$ cat src/rtl/ssd_pkg.sv
// Shared types for the seven-segment display scheduler: FSM states, source
// encodings and the 6-bit display operand type.
package ssd_pkg;
    typedef enum logic [1:0] {
        IDLE     = 2'd0,
        SHOW_CHG = 2'd1,
        SHOW_ERR = 2'd2
    } state_e;

    localparam logic [1:0] SRC_COST = 2'b00;
    localparam logic [1:0] SRC_CHG  = 2'b01;
    localparam logic [1:0] SRC_ERR  = 2'b10;

    typedef logic [5:0] disp_val_t;
endpackage

$ cat src/rtl/ssd_display_scheduler_if.sv
// Request/acknowledge and display-operand bundle between the vending FSM,
// the scheduler and the display controller.
interface ssd_display_scheduler_if;
    import ssd_pkg::*;

    disp_val_t  cost_x, cost_y;
    logic       chg_req, err_req;
    disp_val_t  chg_x, chg_y, err_x, err_y;
    logic       chg_ack, err_ack;
    disp_val_t  disp_x, disp_y;
    logic       blank;
    logic [1:0] src;
    logic       busy;

    modport master (
        output cost_x, cost_y, chg_req, chg_x, chg_y, err_req, err_x, err_y,
        input  chg_ack, err_ack, disp_x, disp_y, blank, src, busy
    );

    modport slave (
        input  cost_x, cost_y, chg_req, chg_x, chg_y, err_req, err_x, err_y,
        output chg_ack, err_ack, disp_x, disp_y, blank, src, busy
    );
endinterface

$ cat src/rtl/ssd_hold_timer.sv
// Loadable down-counter; expire is high during the cycle whose closing edge
// brings the count to zero.
module ssd_hold_timer
    import ssd_pkg::*;
#(
    parameter int W = 8
) (
    input  logic         clk,
    input  logic         reset,
    input  logic         load,
    input  logic [W-1:0] value,
    output logic         expire
);
    logic [W-1:0] count_q, count_d;

    always_comb begin
        count_d = count_q;
        if (load)
            count_d = value;
        else if (count_q != '0)
            count_d = count_q - W'(1);
    end

    always_ff @(posedge clk or posedge reset) begin
        if (reset) count_q <= '0;
        else       count_q <= count_d;
    end

    assign expire = (count_q == W'(1));
endmodule

$ cat src/rtl/ssd_display_scheduler.sv
// Arbitrates the display operands between the idle cost readout, a timed
// change message and a timed blinking error message (error has priority).
module ssd_display_scheduler
    import ssd_pkg::*;
#(
    parameter int HOLD_CYCLES  = 50_000_000,
    parameter int BLINK_CYCLES = 12_500_000
) (
    input  logic                    clk,
    input  logic                    reset,
    ssd_display_scheduler_if.slave  bus
);
    localparam int HW = $clog2(HOLD_CYCLES + 1);
    localparam int BW = $clog2(BLINK_CYCLES + 1);
    localparam logic [HW-1:0] HOLD_VAL  = HW'(HOLD_CYCLES);
    localparam logic [BW-1:0] BLINK_VAL = BW'(BLINK_CYCLES);

    state_e     state_q, state_d;
    logic       chg_pend_q, chg_pend_d, err_pend_q, err_pend_d;
    disp_val_t  chg_x_q, chg_x_d, chg_y_q, chg_y_d;
    disp_val_t  err_x_q, err_x_d, err_y_q, err_y_d;
    disp_val_t  disp_x_q, disp_x_d, disp_y_q, disp_y_d;
    logic       blank_q, blank_d, busy_q, busy_d;
    logic [1:0] src_q, src_d;
    logic       chg_ack_q, chg_ack_d, err_ack_q, err_ack_d;

    logic hold_load, blink_load, hold_exp, blink_exp;
    logic go_err, go_chg, go_idle;

    ssd_hold_timer #(.W(HW)) u_hold (
        .clk    (clk),
        .reset  (reset),
        .load   (hold_load),
        .value  (HOLD_VAL),
        .expire (hold_exp)
    );

    ssd_hold_timer #(.W(BW)) u_blink (
        .clk    (clk),
        .reset  (reset),
        .load   (blink_load),
        .value  (BLINK_VAL),
        .expire (blink_exp)
    );

    // A pending request always wins over hold expiry, so reloads restart the hold.
    always_comb begin
        go_err  = 1'b0;
        go_chg  = 1'b0;
        go_idle = 1'b0;
        case (state_q)
            IDLE: begin
                go_err = err_pend_q;
                go_chg = !err_pend_q && chg_pend_q;
            end
            SHOW_ERR: begin
                go_err  = err_pend_q;
                go_chg  = !err_pend_q && hold_exp && chg_pend_q;
                go_idle = !err_pend_q && hold_exp && !chg_pend_q;
            end
            SHOW_CHG: begin
                go_err  = err_pend_q;
                go_chg  = !err_pend_q && chg_pend_q;
                go_idle = !err_pend_q && !chg_pend_q && hold_exp;
            end
            default: go_idle = 1'b1;
        endcase
    end

    always_comb begin
        state_d    = state_q;
        disp_x_d   = disp_x_q;
        disp_y_d   = disp_y_q;
        blank_d    = blank_q;
        chg_pend_d = chg_pend_q;
        chg_x_d    = chg_x_q;
        chg_y_d    = chg_y_q;
        err_pend_d = err_pend_q;
        err_x_d    = err_x_q;
        err_y_d    = err_y_q;
        hold_load  = 1'b0;
        blink_load = 1'b0;

        if (go_err) begin
            // A preempted change goes back into its slot unless a newer one is waiting.
            if (state_q == SHOW_CHG && !chg_pend_q) begin
                chg_pend_d = 1'b1;
                chg_x_d    = disp_x_q;
                chg_y_d    = disp_y_q;
            end
            state_d    = SHOW_ERR;
            disp_x_d   = err_x_q;
            disp_y_d   = err_y_q;
            blank_d    = 1'b0;
            err_pend_d = 1'b0;
            hold_load  = 1'b1;
            blink_load = 1'b1;
        end else if (go_chg) begin
            state_d    = SHOW_CHG;
            disp_x_d   = chg_x_q;
            disp_y_d   = chg_y_q;
            blank_d    = 1'b0;
            chg_pend_d = 1'b0;
            hold_load  = 1'b1;
        end else if (go_idle || state_q == IDLE) begin
            state_d  = IDLE;
            disp_x_d = bus.cost_x;
            disp_y_d = bus.cost_y;
            blank_d  = 1'b0;
        end else if (state_q == SHOW_ERR && blink_exp) begin
            blank_d    = !blank_q;
            blink_load = 1'b1;
        end

        // Fresh captures land last: the latest request owns its slot.
        if (bus.chg_req) begin
            chg_pend_d = 1'b1;
            chg_x_d    = bus.chg_x;
            chg_y_d    = bus.chg_y;
        end
        if (bus.err_req) begin
            err_pend_d = 1'b1;
            err_x_d    = bus.err_x;
            err_y_d    = bus.err_y;
        end

        chg_ack_d = bus.chg_req;
        err_ack_d = bus.err_req;

        case (state_d)
            SHOW_CHG: src_d = SRC_CHG;
            SHOW_ERR: src_d = SRC_ERR;
            default:  src_d = SRC_COST;
        endcase
        busy_d = (state_d != IDLE);
    end

    always_ff @(posedge clk or posedge reset) begin
        if (reset) begin
            state_q    <= IDLE;
            chg_pend_q <= 1'b0;
            chg_x_q    <= '0;
            chg_y_q    <= '0;
            err_pend_q <= 1'b0;
            err_x_q    <= '0;
            err_y_q    <= '0;
            disp_x_q   <= '0;
            disp_y_q   <= '0;
            blank_q    <= 1'b0;
            src_q      <= SRC_COST;
            busy_q     <= 1'b0;
            chg_ack_q  <= 1'b0;
            err_ack_q  <= 1'b0;
        end else begin
            state_q    <= state_d;
            chg_pend_q <= chg_pend_d;
            chg_x_q    <= chg_x_d;
            chg_y_q    <= chg_y_d;
            err_pend_q <= err_pend_d;
            err_x_q    <= err_x_d;
            err_y_q    <= err_y_d;
            disp_x_q   <= disp_x_d;
            disp_y_q   <= disp_y_d;
            blank_q    <= blank_d;
            src_q      <= src_d;
            busy_q     <= busy_d;
            chg_ack_q  <= chg_ack_d;
            err_ack_q  <= err_ack_d;
        end
    end

    assign bus.disp_x  = disp_x_q;
    assign bus.disp_y  = disp_y_q;
    assign bus.blank   = blank_q;
    assign bus.src     = src_q;
    assign bus.busy    = busy_q;
    assign bus.chg_ack = chg_ack_q;
    assign bus.err_ack = err_ack_q;
endmodule

$ cat src/flat_wrapper.sv
// flat-port wrapper written by rule: the top's interface ports become plain ports
module ssd_display_scheduler_flat import ssd_pkg::*;
#(
    parameter int HOLD_CYCLES  = 50_000_000,
    parameter int BLINK_CYCLES = 12_500_000
)
  (clk, reset, bus_cost_x, bus_cost_y, bus_chg_req, bus_chg_x, bus_chg_y, bus_err_req, bus_err_x, bus_err_y, bus_chg_ack, bus_err_ack, bus_disp_x, bus_disp_y, bus_blank, bus_src, bus_busy);
  ssd_display_scheduler_if bus_i ();
  input  logic clk;
  input  logic reset;
  input wire logic [$bits(bus_i.cost_x)-1:0] bus_cost_x;
  input wire logic [$bits(bus_i.cost_y)-1:0] bus_cost_y;
  input wire logic [$bits(bus_i.chg_req)-1:0] bus_chg_req;
  input wire logic [$bits(bus_i.chg_x)-1:0] bus_chg_x;
  input wire logic [$bits(bus_i.chg_y)-1:0] bus_chg_y;
  input wire logic [$bits(bus_i.err_req)-1:0] bus_err_req;
  input wire logic [$bits(bus_i.err_x)-1:0] bus_err_x;
  input wire logic [$bits(bus_i.err_y)-1:0] bus_err_y;
  output wire logic [$bits(bus_i.chg_ack)-1:0] bus_chg_ack;
  output wire logic [$bits(bus_i.err_ack)-1:0] bus_err_ack;
  output wire logic [$bits(bus_i.disp_x)-1:0] bus_disp_x;
  output wire logic [$bits(bus_i.disp_y)-1:0] bus_disp_y;
  output wire logic [$bits(bus_i.blank)-1:0] bus_blank;
  output wire logic [$bits(bus_i.src)-1:0] bus_src;
  output wire logic [$bits(bus_i.busy)-1:0] bus_busy;
  assign bus_i.cost_x = bus_cost_x;
  assign bus_i.cost_y = bus_cost_y;
  assign bus_i.chg_req = bus_chg_req;
  assign bus_i.chg_x = bus_chg_x;
  assign bus_i.chg_y = bus_chg_y;
  assign bus_i.err_req = bus_err_req;
  assign bus_i.err_x = bus_err_x;
  assign bus_i.err_y = bus_err_y;
  assign bus_chg_ack = bus_i.chg_ack;
  assign bus_err_ack = bus_i.err_ack;
  assign bus_disp_x = bus_i.disp_x;
  assign bus_disp_y = bus_i.disp_y;
  assign bus_blank = bus_i.blank;
  assign bus_src = bus_i.src;
  assign bus_busy = bus_i.busy;
  ssd_display_scheduler #(.HOLD_CYCLES(HOLD_CYCLES), .BLINK_CYCLES(BLINK_CYCLES)) u_core (.clk(clk), .reset(reset), .bus(bus_i));
endmodule
$ cat config.mk
export PLATFORM = sky130hd
export DESIGN_NAME = ssd_display_scheduler_flat
export DESIGN_NICKNAME = d
export VERILOG_FILES = /design/src/rtl/ssd_pkg.sv /design/src/rtl/ssd_display_scheduler_if.sv /design/src/rtl/ssd_hold_timer.sv /design/src/rtl/ssd_display_scheduler.sv /design/src/flat_wrapper.sv
export SDC_FILE = /design/constraint.sdc
export NUM_CORES = 1
export LEC_CHECK = 0
export BUFFER_PORTS_ARGS = -buffer_cell sky130_fd_sc_hd__clkbuf_2
export CAP_MARGIN = 0
export CORE_MARGIN = 8
export CORE_UTILIZATION = 55
export CTS_CLUSTER_DIAMETER = 120
export DETAILED_ROUTE_END_ITERATION = 8
export HOLD_SLACK_MARGIN = 0.02
export PLACE_DENSITY = 0.83
export SYNTH_ARGS = -nofsm -noshare
export SYNTH_HDL_FRONTEND = slang
export SYNTH_SLANG_ARGS = --single-unit
$ cat constraint.sdc
create_clock -name clk -period 5.72 [get_ports clk]
set_clock_uncertainty 0.05 [all_clocks]
set_input_delay 0.286 -clock clk [delete_from_list [all_inputs] [get_ports clk]]
set_output_delay 0.286 -clock clk [all_outputs]
set_load 0.01 [all_outputs]
**Yosys cells after proc, flatten, opt, wreduce, memory -nomap -nowiden**

Index checks and enable logic that the tools add are counted.

- Flip-flop bits (word level): 96
- Bits in latches: 0
- Memory bits (writable): 0
- Memory bits (read-only): 0
- Bits of input ports: 40
- Output and inout bits: 18
- Logic and storage cells: 92
- Memories kept: 0

- $add $sub $neg: 2
- Multipliers: 0
- Div/mod/pow operators: 0
- Magnitude comparators: 0
- Equality and inequality tests: 7
- Shifts and indexed selects: 0
- Mux-type cells: 39
- Bitwise operators: 0
- Reductions and logical operators: 28

Operator list:

| operator | count |
|---|---|
| $mux W6 | 12 |
| $mux W26 | 2 |
| $mux W24 | 2 |
| $eq A26 B1 Y1 const B | 1 |
| $reduce_bool A26 Y1 | 1 |
| $sub A26 B1 Y26 const B | 1 |
| $eq A24 B1 Y1 const B | 1 |
| $reduce_bool A24 Y1 | 1 |
| $sub A24 B1 Y24 const B | 1 |
| $mux W1 | 17 |
| $reduce_bool A2 Y1 | 6 |
| $logic_and A1 B1 Y1 | 8 |
| $mux W2 | 3 |
| $reduce_bool A3 Y1 | 2 |
| $eq A2 B1 Y1 const B | 2 |
| $eq A2 B2 Y1 const B | 2 |
| $pmux W2 S2 | 1 |
| $reduce_and A2 Y1 | 2 |
| $reduce_bool A4 Y1 | 1 |
| $logic_not A1 Y1 | 3 |
| $ne A3 B3 Y1 const B | 1 |
| $pmux W1 S3 | 1 |
| $reduce_or A3 Y1 | 1 |
| $logic_not A2 Y1 | 1 |
| 3 further kinds | 3 |

**Depth between registers and ports, before layout**

Gate-level depths: netlist (run 1).

- Depth after elaboration: 10
- Mapped depth: 8
- Gate-level depth less buffers: 7

**Modules after synthesis**

Synthesis (run 1) repeated with hierarchy kept, for this count alone.

- Cells, all modules: 587
- Area, all modules: 5494.0 um2

Modules (own cells, without submodules):

| module | times used | cells each | area each (um2) | seq. area each (um2) |
|---|---|---|---|---|
| ssd_display_scheduler | 1 | 223 | 2257.2 | 1151.1 |
| ssd_hold_timer at u_core.u_hold | 1 | 193 | 1765.4 | 650.6 |
| ssd_hold_timer at u_core.u_blink | 1 | 171 | 1471.4 | 600.6 |

**Worst setup path after synthesis (run 1)**

OpenSTA, ideal clock, no wires.

- Path kind: register to register
- From: register u_core.u_hold.count_q[2]
- To: register u_core.u_hold.count_q[8]
- Library setup time: 0.130 ns
- Arrival time: 2.374 ns
- Data required time: 5.540 ns
- Path slack: 3.167 ns
- Stages on the path, launching flop included: 8
- Buffers on the path: 2
- Period minus slack after synthesis: 2.553 ns
- Cells stage by stage: dfrtp_1 -> or4_1 -> buf_2 -> or4_4 -> nor4_4 -> o21a_1 -> buf_4 -> a21oi_1

- Word-level cells in the longest chain between the ends: 7
- Elaborated cells between the ends (all ways): 11
- Classes of those cells: 1 x add/sub; 1 x eq/ne; 5 x mux; 4 x reduce/logical

Ends and longest elaborated chain:

| item | line | RTL |
|---|---|---|
| start: declaration | ssd_hold_timer.sv:14 | `logic [W-1:0] count_q, count_d;` |
| start signal: assignment | ssd_hold_timer.sv:26 | `else count_q <= count_d;` |
| branches (longest 7 deep; another with $sub A26 B1 Y26) | - |  |

Parallel ways; which one is timed is not known. The select of a mux whose other input is x is not followed.
A chain may end at the register's enable or synchronous reset.

**Final worst setup path (run 1)**

- From: register u_core.u_hold.count_q[2]
- To: register u_core.u_blink.count_q[15]

- Word-level cells in the longest chain between the ends: 9
- Elaborated cells between the ends (all ways): 13
- Classes of those cells: 1 x eq/ne; 6 x mux; 6 x reduce/logical

Ends and longest elaborated chain:

| item | line | RTL |
|---|---|---|
| $eq A26 B1 Y1 (*) | ssd_hold_timer.sv:29 | `assign expire = (count_q == W'(1));` |
| $logic_and A1 B1 Y1 | ssd_display_scheduler.sv:58, ssd_display_scheduler.sv:59 |  |
| $logic_and A1 B1 Y1 | ssd_display_scheduler.sv:59 | `go_idle = !err_pend_q && hold_exp && !chg_pend_q;` |
| $pmux W1 S3 | ssd_display_scheduler.sv:51 | `case (state_q)` |
| $logic_or A1 B1 Y1 | ssd_display_scheduler.sv:105 | `end else if (go_idle \|\| state_q == IDLE) begin` |
| $mux W1 | ssd_display_scheduler.sv:105 |  |
| $mux W1 (*) | ssd_display_scheduler.sv:98 | `end else if (go_chg) begin` |
| $mux W1 (*) | ssd_display_scheduler.sv:84 | `if (go_err) begin` |
| $mux W24 or $reduce_bool A2 Y1 (tied branches) | - |  |
| end signal: assignment | ssd_hold_timer.sv:26 |  |
| end: declaration | ssd_hold_timer.sv:14 |  |

Mark *: on every way between the ends. The rest lies on a longest branch, timed or not.

==> results.toml, run 1 <==
[synthesis]
yosysSeqAreaShare_pct = 48.0
ys_warn_count = 0
syn_inst = 500
netlist_area_um2 = 5010
synth-seq-cells = 96
synth.avg_cell_area_um2 = 10.0
synth_flop_cell = "dfrtp_1"
synth_nets = 545
synth_edf_count = 0
synth.distinct_cells = 55
async_flop_share_pct = 100

[run]
drv_cap = 0

[detailed_routing]
via_per_inst = 6.47
drt_iter0_drc = 453
post_drt_wl_per_cell_um = 18.4
antenna_left = 0
first_pass_iters = 5
via_count = 4231
drc = 0
wl_um = 12100

[sta]
hold_viol_final = 0
relSlewSlack_pct = 9.98
slew_violations = 0
rsz0062_at_grt = "false"
hold_slack_ps = 95.9
tightestPinTransition_ps = 1340
post-route-min-period_ps = 3630
tns_ps = 0
fmax_ghz = 0.275
finalCritPeriodShare_pct = 63.5
setup_viol = 0

[power]
leakagePower_nw = 2.17
power_density_nw_per_um2 = 331
p_total_mw = 1.83
ir_drop_uv = 192

[grt]
grt_max_degree = 57
grt_pass1_wl_um = 20300
grt_pass1_vias = 4179
grt_overflow = 0
antenna_found_initial = 0
grt_usage_pct = 19.5

[critical_path]
critPathRequiredTime_ps = 5880
critPathBufInv = 0
cp_max_fo = 17
cpMaxStageDelayCell = "a21oi_1"
cpPeakStageDelay_ps = 990
endpoint_kind = "flip-flop"
crit_chain = "or4_1 -> nor4_4 -> nand4_1 -> a21oi_1 -> o221ai_1"
critPathKind = "reg2reg"
crit_path_start_kind = "flip-flop"
crit_family = "simple AND/OR/NAND/NOR gates"
worst-endpoint-arrival_ps = 3790

[placed_design]
dp_hpwl_um = 8390
placed_area_um2 = 5310
gp_congestion = 0.887
io_buffers = 57

[layout]
diodes = 0
syn_to_final_growth_pct = 10.5
drive_gt1_share_pct = 19.0
nNetsFinal = 583
fin_util_pct = 61.3
fillers = 718
stdcell_area_um2 = 5530

[clock_network]
htreeDepth = 3
cts_sinks = 96
clk_path_buf_depth = 2
cts_tree = "yes"
clockRootBuffer = "clkbuf_8"
numCtsBuffers = 9
clk_pin_slew_ps = 100
post_cts_buffers = 0
clk_latency_ps = 370

[die]
die_h_um = 111
fp.coreArea_um2 = 9020
dieArea_um2 = 12400
die_w_um = 111
placement_rows = 35
ios = 58
initial_core_util_pct = 55.5

[worst_hold_path]
min_path_type = "in2reg"

[status]
outcome = "complete, no violations"
[synth_stat cells (5+ instances only)]
cell type	count	area share (%)
nor3_1	9	0.90
nand2_1	25	1.9
xnor2_1	13	2.3
nand2b_1	7	0.87
or4_1	12	1.8
a21oi_1	18	1.8
nor4_1	11	1.4
inv_1	5	0.37
dfrtp_1	96	48
a221o_1	12	2.4
mux2i_1	13	2.6
nand3_1	19	1.9
a31oi_1	27	3.4
nor2_1	31	2.3
ha_1	5	1.2
clkbuf_1	24	1.8
o211ai_1	9	1.3
xor2_1	11	1.9
o21ai_0	32	3.2
or3_1	19	2.4
or2_2	6	0.75
o31ai_1	15	2.2
o22ai_1	12	1.5
mux2_2	12	2.7
[state kept, by name (all words and copies together), names as in the netlist]
| register | count |
|---|---|
| u_core.bus.disp_x | 6 |
| u_core.err_y_q | 6 |
| u_core.u_blink.count_q | 24 |
| u_core.bus.chg_ack | 1 |
| u_core.bus.busy | 1 |
| u_core.bus.src | 2 |
| u_core.bus.err_ack | 1 |
| u_core.chg_x_q | 6 |
| u_core.err_x_q | 6 |
| u_core.bus.blank | 1 |
| u_core.chg_pend_q | 1 |
| u_core.u_hold.count_q | 26 |
| u_core.bus.disp_y | 6 |
| u_core.err_pend_q | 1 |
| u_core.chg_y_q | 6 |
| u_core.state_q | 2 |
[power by group]
| part | total, mW | internal, mW | leakage [nW] | switching [mW] |
|---|---|---|---|---|
| registers | 0.876 | 0.774 | 1.10 | 0.102 |
| clock network | 0.468 | 0.212 | 0.109 | 0.256 |
| logic | 0.486 | 0.201 | 0.957 | 0.286 |
| total | 1.83 | 1.19 | 2.17 | 0.643 |
[routing by layer]
metal	wire, um	vias to the layer above	part of all wire, %	global-route usage [%]
met1	5130	2071	43	25.3
met4	202	0	1.7	6.67
met3	796	31	6.6	4.95
li1	-	1976	-	-
met5	0	-	0	0
met2	5920	153	49	30.8
[worst paths after layout]
kind                                               start                         end  cells after the start  slack, ps
max in group asynchronous                          reset           u_core.chg_x_q[1]                      4       3980
worst min-delay path                        bus_err_y[4]           u_core.err_y_q[4]                      2        100
min in group asynchronous                          reset  u_core.u_blink.count_q[14]                      3        490
worst max register to register  u_core.u_hold.count_q[2]  u_core.u_blink.count_q[15]                      5       2090
worst min register to register         u_core.err_x_q[1]           u_core.err_x_q[1]                      1        480
worst max-delay path            u_core.u_hold.count_q[2]  u_core.u_blink.count_q[15]                      5       2090
[stage by stage]
stage / std cells / setup slack [ps]
3_5_place_dp: 637 / 2130
4_1_cts: 654 / 2160
2_1_floorplan: 500 / 2880
6_report: 654 / 2090
5_1_grt: 654 / 1820
3_3_place_gp: 637 / 2320
[cells in the final DEF, fill, tap and decap left out, types with 7 or more instances in the layout]
cell type,instances
nor2_1,31
o21ai_0,32
mux2i_1,13
dfrtp_1,96
clkbuf_2,57
or3_1,19
a31oi_1,27
nor4_1,11
clkbuf_8,9
o31ai_1,15
nand3_1,19
a221o_1,12
or4_1,12
o211ai_1,9
nor3_1,9
xnor2_1,13
o22ai_1,12
xor2_1,11
nand2b_1,7
mux2_2,12
a21oi_1,18
nand2_1,25
[cell type report]
class | instances | area (um^2) | share of cell area [%]
well taps | 111 | 139 | 2.51
clock buffers | 9 | 124 | 2.24
multi-input cells | 365 | 2440 | 44.2
repair buffers | 61 | 318 | 5.74
inverters | 5 | 20.0 | 0.362
clock inverters | 7 | 86.3 | 1.56
flip-flops and latches | 96 | 2400 | 43.4
[timing repair]
| action | in CTS | in global routing |
|---|---|---|
| gates resized for setup | 0 | 0 |
| endpoints found under the setup margin | 0 | 0 |
| hold endpoints to repair | 40 | 0 |
| hold buffers | 1 | 0 |
[logic make-up (layout without fill, tap and decap cells)]
| group | after synthesis | after routing | synth area share [%] |
|---|---|---|---|
| XOR/XNOR | 24 | 24 | 4.20 |
| adder cells (fa/ha/maj) | 5 | 5 | 1.25 |
| AND/OR/NAND/NOR | 167 | 167 | 19.0 |
| buffers and inverters | 39 | 82 | 3.25 |
| AO/OA/AOI/OAI | 144 | 144 | 19.0 |
| multiplexers | 25 | 25 | 5.30 |
| flip-flops | 96 | 96 | 48.0 |
No activity file was read; power rests on OpenSTA's default activity.
==> run 2, diff against run 1 <==
==> constraint.sdc (replaced) <==
create_clock -name clk -period 3.7 [get_ports clk]
set_clock_uncertainty 0.05 [all_clocks]
set_input_delay 0.185 -clock clk [delete_from_list [all_inputs] [get_ports clk]]
set_output_delay 0.185 -clock clk [all_outputs]
set_load 0.01 [all_outputs]
==> results.toml, run 2 (synthesized netlist as in run 1, its figures left out) <==
[grt]
grt_usage_pct = 19.3
grt_max_degree = 43
grt_overflow = 0
grt_pass1_wl_um = 20300
grt_pass1_vias = 4147
antenna_found_initial = 0

[clock_network]
numCtsBuffers = 9
cts_resized = 0
cts_sinks = 96
post_cts_buffers = 0
htreeDepth = 3
clockRootBuffer = "clkbuf_8"
cts_tree = "yes"
clk_pin_slew_ps = 100
clk_path_buf_depth = 2
cts_hold_buf = 14
clk_latency_ps = 370

[layout]
fillers = 725
top_regs = "u_core.u_hold.count_q: 26 flops, u_core.u_blink.count_q: 24 flops"
largest_reg_flops = 26
largest_register = "u_core.u_hold.count_q"
mostFrequentLayoutCells = "dfrtp_1, clkbuf_2, o21ai_0, nor2_1, a31oi_1"
fin_util_pct = 63.3
nNetsFinal = 604
layout_commonest_cell = "dfrtp_1"
diodes = 0
multiInputGateArea_um2 = 2440
syn_to_final_growth_pct = 14.0
drive_gt1_share_pct = 19.5
seq_area_um2 = 2400

[sta]
slew_violations = 0
post-route-min-period_ps = 3000
hold_viol_final = 0
setup_slack_ps = 696
relSlewSlack_pct = 40.0
rsz0062_at_grt = "false"
finalCritPeriodShare_pct = 81.2
tightestPinTransition_ps = 900
tns_ps = 0
setup_viol = 0
fmax_ghz = 0.333

[die]
die_w_um = 111
fp.coreArea_um2 = 9020
die_h_um = 111
placement_rows = 35
dieArea_um2 = 12400
initial_core_util_pct = 55.5
ios = 58

[critical_path]
endpoint_kind = "flip-flop"
crit_path_start_kind = "flip-flop"
critPathKind = "reg2reg"
critPathRequiredTime_ps = 3860
worst-endpoint-arrival_ps = 3160
cp_max_fo = 17

[power]
ir_drop_uv = 310
power_density_nw_per_um2 = 494
leakagePower_nw = 2.24

[worst_hold_path]
min_path_type = "in2reg"

[placed_design]
io_buffers = 57
gp_congestion = 0.867
dp_hpwl_um = 8220
dp_slack_ps = 702

[detailed_routing]
wl_um = 12100
via_per_inst = 6.29
highest_layer = "met4"
drt_iter0_drc = 406
post_drt_wl_per_cell_um = 17.9
wl_met2_um = 5880
first_pass_iters = 5
antenna_left = 0
via_count = 4247
wl_met1_um = 5310
dr_wl_met3_um = 765
drc = 0

[status]
outcome = "complete, no violations"

[run]
drv_cap = 0
## run 2: report_power, final
group | internal, mW | leakage (nW) | switching, mW
Clock | 0.315 | 0.0929 | 0.385
Sequential | 1.20 | 1.10 | 0.153
Combinational | 0.324 | 1.05 | 0.447
Total | 1.84 | 2.24 | 0.986
## run 2: layout make-up
cell class / instances / share of cell area (%)
multi-input cells: 365 / 42.8
flip-flops and latches: 96 / 42.1
repair buffers: 82 / 8.90
well taps: 111 / 2.43
clock buffers: 10 / 2.24
clock inverters: 6 / 1.18
inverters: 5 / 0.351
## run 2: final timing paths
kind | startpoint | end | slack (ps) | depth (start not counted)
worst max-delay path | u_core.u_hold.count_q[2] | u_core.u_blink.count_q[23] | 700 | 6
worst min-delay path | bus_cost_y[4] | u_core.bus.disp_y[4] | 40 | 3
worst max register to register | u_core.u_hold.count_q[2] | u_core.u_blink.count_q[23] | 700 | 6
worst min register to register | u_core.err_x_q[2] | u_core.err_x_q[2] | 480 | 1
max in group asynchronous | reset | u_core.u_blink.count_q[5] | 2270 | 4
min in group asynchronous | reset | u_core.err_y_q[1] | 400 | 3
## run 2: layer usage
| metal | track usage (%) | up-vias |
|---|---|---|
| met3 | 4.46 | 19 |
| met1 | 24.9 | 2054 |
| li1 | - | 2014 |
| met5 | 0 | - |
| met4 | 5.16 | 0 |
| met2 | 31.7 | 160 |
## run 2: stage by stage
stage / hold slack (ps) / cell area [um^2] / std cells / power (mW)
floorplan: 166 / 5010 / 500 / 1.90
global placement: 253 / 5370 / 645 / 2.07
detailed placement: 261 / 5370 / 645 / 2.11
CTS: 29.2 / 5710 / 675 / 2.82
global route: 40.9 / 5710 / 675 / 2.97
finish: 39.5 / 5710 / 675 / 2.82
## run 2: worst max-delay path, stage by stage, from the launching register on
cell and delay [ps]:
dfrtp_1 420, or4_1 680, nor4_4 400, nand4_1 140, buf_4 220, a21oi_1 730
o221ai_1 200
